===== src/rtl/alu_pkg.sv =====
// Shared definitions for the digit-serial ALU: op encoding, FSM states and
// default operand/digit widths.
package alu_pkg;

   localparam int unsigned DEF_WIDTH = 32;
   localparam int unsigned DEF_DIGIT = 8;

   localparam logic [2:0] OP_AND = 3'b000;
   localparam logic [2:0] OP_OR  = 3'b001;
   localparam logic [2:0] OP_ADD = 3'b010;
   localparam logic [2:0] OP_SUB = 3'b110;
   localparam logic [2:0] OP_SLT = 3'b111;

   typedef enum logic [1:0] {
      IDLE = 2'd0,
      CALC = 2'd1,
      DONE = 2'd2
   } state_t;

   function automatic logic op_legal(input logic [2:0] op);
      return (op == OP_AND) || (op == OP_OR) || (op == OP_ADD) ||
             (op == OP_SUB) || (op == OP_SLT);
   endfunction

   // SUB and SLT both evaluate a + ~b + 1 across the chunk chain.
   function automatic logic op_inverts_b(input logic [2:0] op);
      return (op == OP_SUB) || (op == OP_SLT);
   endfunction

endpackage


===== src/rtl/alu_digit_slice.sv =====
// One DIGIT-bit slice of the ALU datapath; carry is chained externally
// through a register so the same slice serves every chunk.
module alu_digit_slice
   import alu_pkg::*;
#(
   parameter int unsigned DIGIT = DEF_DIGIT
) (
   input  logic [DIGIT-1:0] a_d,
   input  logic [DIGIT-1:0] b_d,
   input  logic [2:0]       op,
   input  logic             cin,
   output logic [DIGIT-1:0] r_d,
   output logic             cout
);

   logic [DIGIT-1:0] b_eff;
   logic [DIGIT:0]   sum;

   always_comb begin
      b_eff = op_inverts_b(op) ? ~b_d : b_d;
      sum   = {1'b0, a_d} + {1'b0, b_eff} + (DIGIT+1)'(cin);
      r_d   = '0;
      cout  = 1'b0;
      case (op)
         OP_AND: r_d = a_d & b_d;
         OP_OR:  r_d = a_d | b_d;
         OP_ADD, OP_SUB, OP_SLT: begin
            r_d  = sum[DIGIT-1:0];
            cout = sum[DIGIT];
         end
         default: ;
      endcase
   end

endmodule


===== src/rtl/alu_serial_responder.sv =====
// Digit-serial ALU responder: accepts (a, b, op) over valid/ready, walks the
// operands one DIGIT-wide chunk per cycle, and returns z/zero/err.
module alu_serial_responder
   import alu_pkg::*;
#(
   parameter int unsigned WIDTH = DEF_WIDTH,
   parameter int unsigned DIGIT = DEF_DIGIT
) (
   input  logic             clk,
   input  logic             rst_n,
   input  logic             req_valid,
   output logic             req_ready,
   input  logic [WIDTH-1:0] req_a,
   input  logic [WIDTH-1:0] req_b,
   input  logic [2:0]       req_op,
   output logic             rsp_valid,
   input  logic             rsp_ready,
   output logic [WIDTH-1:0] rsp_z,
   output logic             rsp_zero,
   output logic             rsp_err
);

   localparam int unsigned NCHUNK = WIDTH / DIGIT;
   localparam int unsigned CW     = (NCHUNK > 1) ? $clog2(NCHUNK) : 1;
   localparam logic [CW-1:0] LAST = CW'(NCHUNK - 1);

   state_t           state;
   logic [CW-1:0]    cnt;
   logic [WIDTH-1:0] a_q;
   logic [WIDTH-1:0] b_q;
   logic [WIDTH-1:0] res_q;
   logic [2:0]       op_q;
   logic             carry;

   logic [DIGIT-1:0] a_d;
   logic [DIGIT-1:0] b_d;
   logic [DIGIT-1:0] r_d;
   logic             cout;
   logic [WIDTH-1:0] res_next;
   logic [WIDTH-1:0] fin_z;
   logic             fin_err;
   int unsigned      base;

   assign req_ready = (state == IDLE);

   // Select the current chunk and merge its result into the partial result.
   always_comb begin
      base     = int'(cnt) * DIGIT;
      a_d      = a_q[base +: DIGIT];
      b_d      = b_q[base +: DIGIT];
      res_next = res_q;
      res_next[base +: DIGIT] = r_d;
   end

   alu_digit_slice #(.DIGIT(DIGIT)) u_slice (
      .a_d  (a_d),
      .b_d  (b_d),
      .op   (op_q),
      .cin  (carry),
      .r_d  (r_d),
      .cout (cout)
   );

   // Final result as seen on the last chunk; SLT uses the last carry-out only.
   always_comb begin
      fin_err = !op_legal(op_q);
      if (fin_err)
         fin_z = '0;
      else if (op_q == OP_SLT)
         fin_z = {{(WIDTH-1){1'b0}}, ~cout};
      else
         fin_z = res_next;
   end

   always_ff @(posedge clk or negedge rst_n) begin
      if (!rst_n) begin
         state     <= IDLE;
         cnt       <= '0;
         a_q       <= '0;
         b_q       <= '0;
         res_q     <= '0;
         op_q      <= OP_AND;
         carry     <= 1'b0;
         rsp_valid <= 1'b0;
         rsp_z     <= '0;
         rsp_zero  <= 1'b0;
         rsp_err   <= 1'b0;
      end else begin
         case (state)
            IDLE: begin
               if (req_valid) begin
                  a_q   <= req_a;
                  b_q   <= req_b;
                  op_q  <= req_op;
                  cnt   <= '0;
                  res_q <= '0;
                  carry <= op_inverts_b(req_op);
                  state <= CALC;
               end
            end
            CALC: begin
               res_q <= res_next;
               carry <= cout;
               cnt   <= cnt + CW'(1);
               if (cnt == LAST) begin
                  state     <= DONE;
                  rsp_valid <= 1'b1;
                  rsp_z     <= fin_z;
                  rsp_zero  <= (fin_z == '0);
                  rsp_err   <= fin_err;
               end
            end
            DONE: begin
               if (rsp_ready) begin
                  state     <= IDLE;
                  rsp_valid <= 1'b0;
               end
            end
            default: state <= IDLE;
         endcase
      end
   end

endmodule


===== config.mk =====
export PLATFORM = sky130hd
export DESIGN_NAME = alu_serial_responder
export DESIGN_NICKNAME = d
export VERILOG_FILES = /design/src/rtl/alu_pkg.sv /design/src/rtl/alu_digit_slice.sv /design/src/rtl/alu_serial_responder.sv
export SDC_FILE = /design/constraint.sdc
export NUM_CORES = 1
export LEC_CHECK = 0
export CAP_MARGIN = 20
export CORE_MARGIN = 2
export CORE_UTILIZATION = 45
export CTS_CLUSTER_DIAMETER = 60
export DETAILED_ROUTE_END_ITERATION = 7
export PLACE_DENSITY = 0.69
export SLEW_MARGIN = 25
export SYNTH_ARGS = -nofsm -noshare
export SYNTH_HDL_FRONTEND = slang
export SYNTH_SLANG_ARGS = --single-unit

===== constraint.sdc =====
create_clock -name clk -period 7.3 [get_ports clk]
set_input_delay 0.73 -clock clk [delete_from_list [all_inputs] [get_ports clk]]
set_output_delay 0.73 -clock clk [all_outputs]
set_load 0.05 [all_outputs]

==> impl_results.md <==
* Maxcap violations at 0
* Worst Path Max Fanout at 24
* Critical Path RT at approximately 7.7 ns
* Crit path launch type: register
* DR iter-0 viols at between 400 and 500
* GRT Util Overall at 21.5%
* Antenna violations before repair at 0
* Yosys warns at 0
* Predominant post-synthesis flop cell: dfrtp_1
* CTS tree: yes
* Core ar. at ~15000 um^2
* Fin nets at 780
* Final setup viols at 0
* Crit. End Element: register
* Root buf cell: clkbuf_16
* Die Y at 127 um
* Synth Cell Area at 6810 um^2
* Clk pin slew, worst setup/hold paths at approximately 0.06 ns
* Worst-skew pair later-pin latency at approximately 0.42 ns
* Layout cells sized above 1 at between 10% and 20%
* Net Count, Synth at 678
* EDFF count, synth at 0
* CTS buffer count at 17
* Routability cong. at between 0.9 and 1
* Synth-to-Final Area Change at 26.7%
* Final core utilization at 59.0%
* IO Port Bufs at approximately 110
* # IOs at 107
* Fin crit share at 56.4%
* Vias in the first global route at 5138
* Sink Count at 139
* Layout Skew at about 0.0059 ns
* Drt drc at 0
* DR vias/cell at 5.71
* Cts repair resizes at 0
* Min Tclk post-route at approximately 4.1 ns
* Design area at 8630 um^2
* FF-to-FF path depth at 14
* Starting Density at 46.5%
* Routed WL at 16600 um
* Post-synth ARST share at 100%
* Placed cell areas at 8040 um^2
* DR vias at 5085
* Setup bufs post-CTS at 0
* Post-route setup TNS at 0 ns
* Hold Fails Final Rpt at 0
* Width of the chip at 127 um
* Fin. max-slew vios at 0
* Post-synthesis cell count at 592
* Status: finished clean
* Largest net degree at the start of global routing at 81
* Longest Clk Path Bufs at 2
* Average size of a mapped cell at 11.5 um^2
* Die ar. at 16100 um^2
* Std cell rows at 44
* CTS Hold Bufs at 0
* Register area share after synthesis at 51.0%
* Slew Limit Headroom at 32.8%
* First-pass GRT wire length at 27100 um
* Remaining antenna violation count at 0
* Worst Setup Path Type: register to register
* 1st-pass router iterations at 5
* Least-Margin Pin Slew at around 1.0 ns
* Antenna Cells at 0
* Fmax at 243 MHz
* Yosys cell types at 59
* Yosys reg bits at 139
* Worst hold path class: input pin to async pin
* Grt ovf at 0
* Unrepaired setup endpoints after global routing: no
* DP HPWL at 12100 um
* DR WL/cell at between 15 and 20 um
* CP arrival at 4.47 ns
* Max H-tree Level at 4
[synthesized netlist by cell type (2+ instances only)]
library cell  instances  area share, %
a22o_1               22            2.8
clkbuf_1             25            1.4
nand2b_1              2           0.18
o22ai_1              15            1.4
and3_1                4           0.37
nor2_1               25            1.4
dfrtp_1             139             51
a22oi_1               5           0.55
o211ai_1              4           0.44
a22oi_2               2           0.37
nand4_1               2           0.18
maj3_2                4           0.66
o21ai_1              21            1.5
a41o_1                2           0.29
fa_1                  2           0.59
a31oi_2               2           0.37
mux4_2               16            5.3
buf_2                 2           0.15
and2_1                2           0.18
xor2_1                4           0.51
inv_1                24            1.3
nand2_1              63            3.5
nor4_1                4           0.37
nor3_1                5           0.37
xnor2_1               7           0.90
o21ai_0              32            2.4
a21o_1                3           0.33
nand3_1               7           0.51
a21oi_1              22            1.6
o31ai_1               3           0.33
and4_1                2           0.26
mux2i_1               2           0.29
mux2_2               67             11
or4_1                 4           0.44
ha_1                 13            2.4
a31oi_1               3           0.28
nor2b_1               9           0.83
[state kept, by name (all words and copies together), names as in the netlist]
signal and flops:
a_q 32, b_q 32, carry 1, cnt 2, op_q 3, res_q 32
rsp_err 1, rsp_valid 1, rsp_z 32, rsp_zero 1, state 2
[per-stage QoR]
stage / setup WS (ns) / hold slack [ns] / instances
after floorplan: 3.60 / 0.434 / 592
after global placement: 3.30 / 0.462 / 859
after detailed placement: 3.21 / 0.470 / 859
after CTS: 3.20 / 0.334 / 891
after global routing: 2.85 / 0.367 / 891
final: 3.19 / 0.314 / 891
[worst max-delay path, cell delays in order (launching register included)]
cell	delay [ns]
dfrtp_1	0.32
buf_4	0.35
mux4_2	0.60
xor2_1	0.19
fa_1	0.25
inv_1	0.06
fa_1	0.40
a211oi_1	0.31
o21ai_1	0.14
a21o_1	0.19
a31oi_2	0.54
a41o_1	0.25
nand2_1	0.05
o31ai_1	0.23
a22o_1	0.16
[worst paths after layout]
check	endpoint	startpoint	slack, ns
setup / recovery	rsp_zero$_DFFE_PN0P_	cnt[0]$_DFFE_PN0P_	3.19
hold / removal	res_q[24]$_DFFE_PN0P_	rst_n	0.31
setup reg to reg	rsp_zero$_DFFE_PN0P_	cnt[0]$_DFFE_PN0P_	3.19
hold reg to reg	rsp_z[1]$_DFFE_PN0P_	rsp_z[1]$_DFFE_PN0P_	0.47
max in group asynchronous	res_q[0]$_DFFE_PN0P_	rst_n	5.66
min in group clk	rsp_z[1]$_DFFE_PN0P_	rsp_z[1]$_DFFE_PN0P_	0.47
[cell type report]
type                       instances  area (um^2)
clock buffer                      17          425
clock inverter                    15          174
fill                            1221         6010
inverter                          25         93.8
multi-input combinational        399         3130
sequential                       139         3480
tap                              184          230
timing repair buffer             112         1110
[layer usage]
layer | share of wire [%] | up-vias | global-route usage, %
li1 | - | 2372 | -
met2 | 49 | 163 | 35.9
met3 | 4.9 | 22 | 4.44
met5 | 0 | - | 0
met1 | 44 | 2528 | 28.3
met4 | 1.7 | 0 | 6.72
[cells by family after synthesis]
| kind of cell | count (synthesis) | synth area share (%) |
|---|---|---|
| muxes | 86 | 16.8 |
| xor gates and xnor gates | 11 | 1.41 |
| buffers and inverters | 54 | 3.12 |
| DFF | 139 | 51.0 |
| AOI/OAI and AO/OA | 149 | 14.8 |
| and+or+nand+nor | 133 | 8.98 |
| adders and majority gates | 20 | 3.78 |
[cell usage in the layout, fill, tap and decap left out, types with 3 or more instances in the layout]
| cell | count |
|---|---|
| clkbuf_16 | 17 |
| nand2_1 | 63 |
| a22oi_1 | 5 |
| bufinv_16 | 3 |
| o22ai_1 | 15 |
| a31oi_1 | 3 |
| nor2b_1 | 9 |
| xor2_1 | 4 |
| clkinv_2 | 4 |
| xnor2_1 | 7 |
| nor4_1 | 4 |
| inv_1 | 24 |
| a22o_1 | 22 |
| nor2_1 | 25 |
| nor3_1 | 5 |
| o21ai_1 | 21 |
| ha_1 | 13 |
| nand3_1 | 7 |
| mux2_2 | 67 |
| maj3_2 | 4 |
| a21o_1 | 3 |
| clkinvlp_4 | 5 |
| buf_4 | 6 |
| dfrtp_1 | 139 |
| o31ai_1 | 3 |
| or4_1 | 4 |
| mux4_2 | 16 |
| a21oi_1 | 22 |
| clkdlybuf4s50_1 | 105 |
| o211ai_1 | 4 |
| o21ai_0 | 32 |
| and3_1 | 4 |
Power is not shown: default switching activity piles up to over one toggle a cycle in this logic, so the estimate is an artifact.
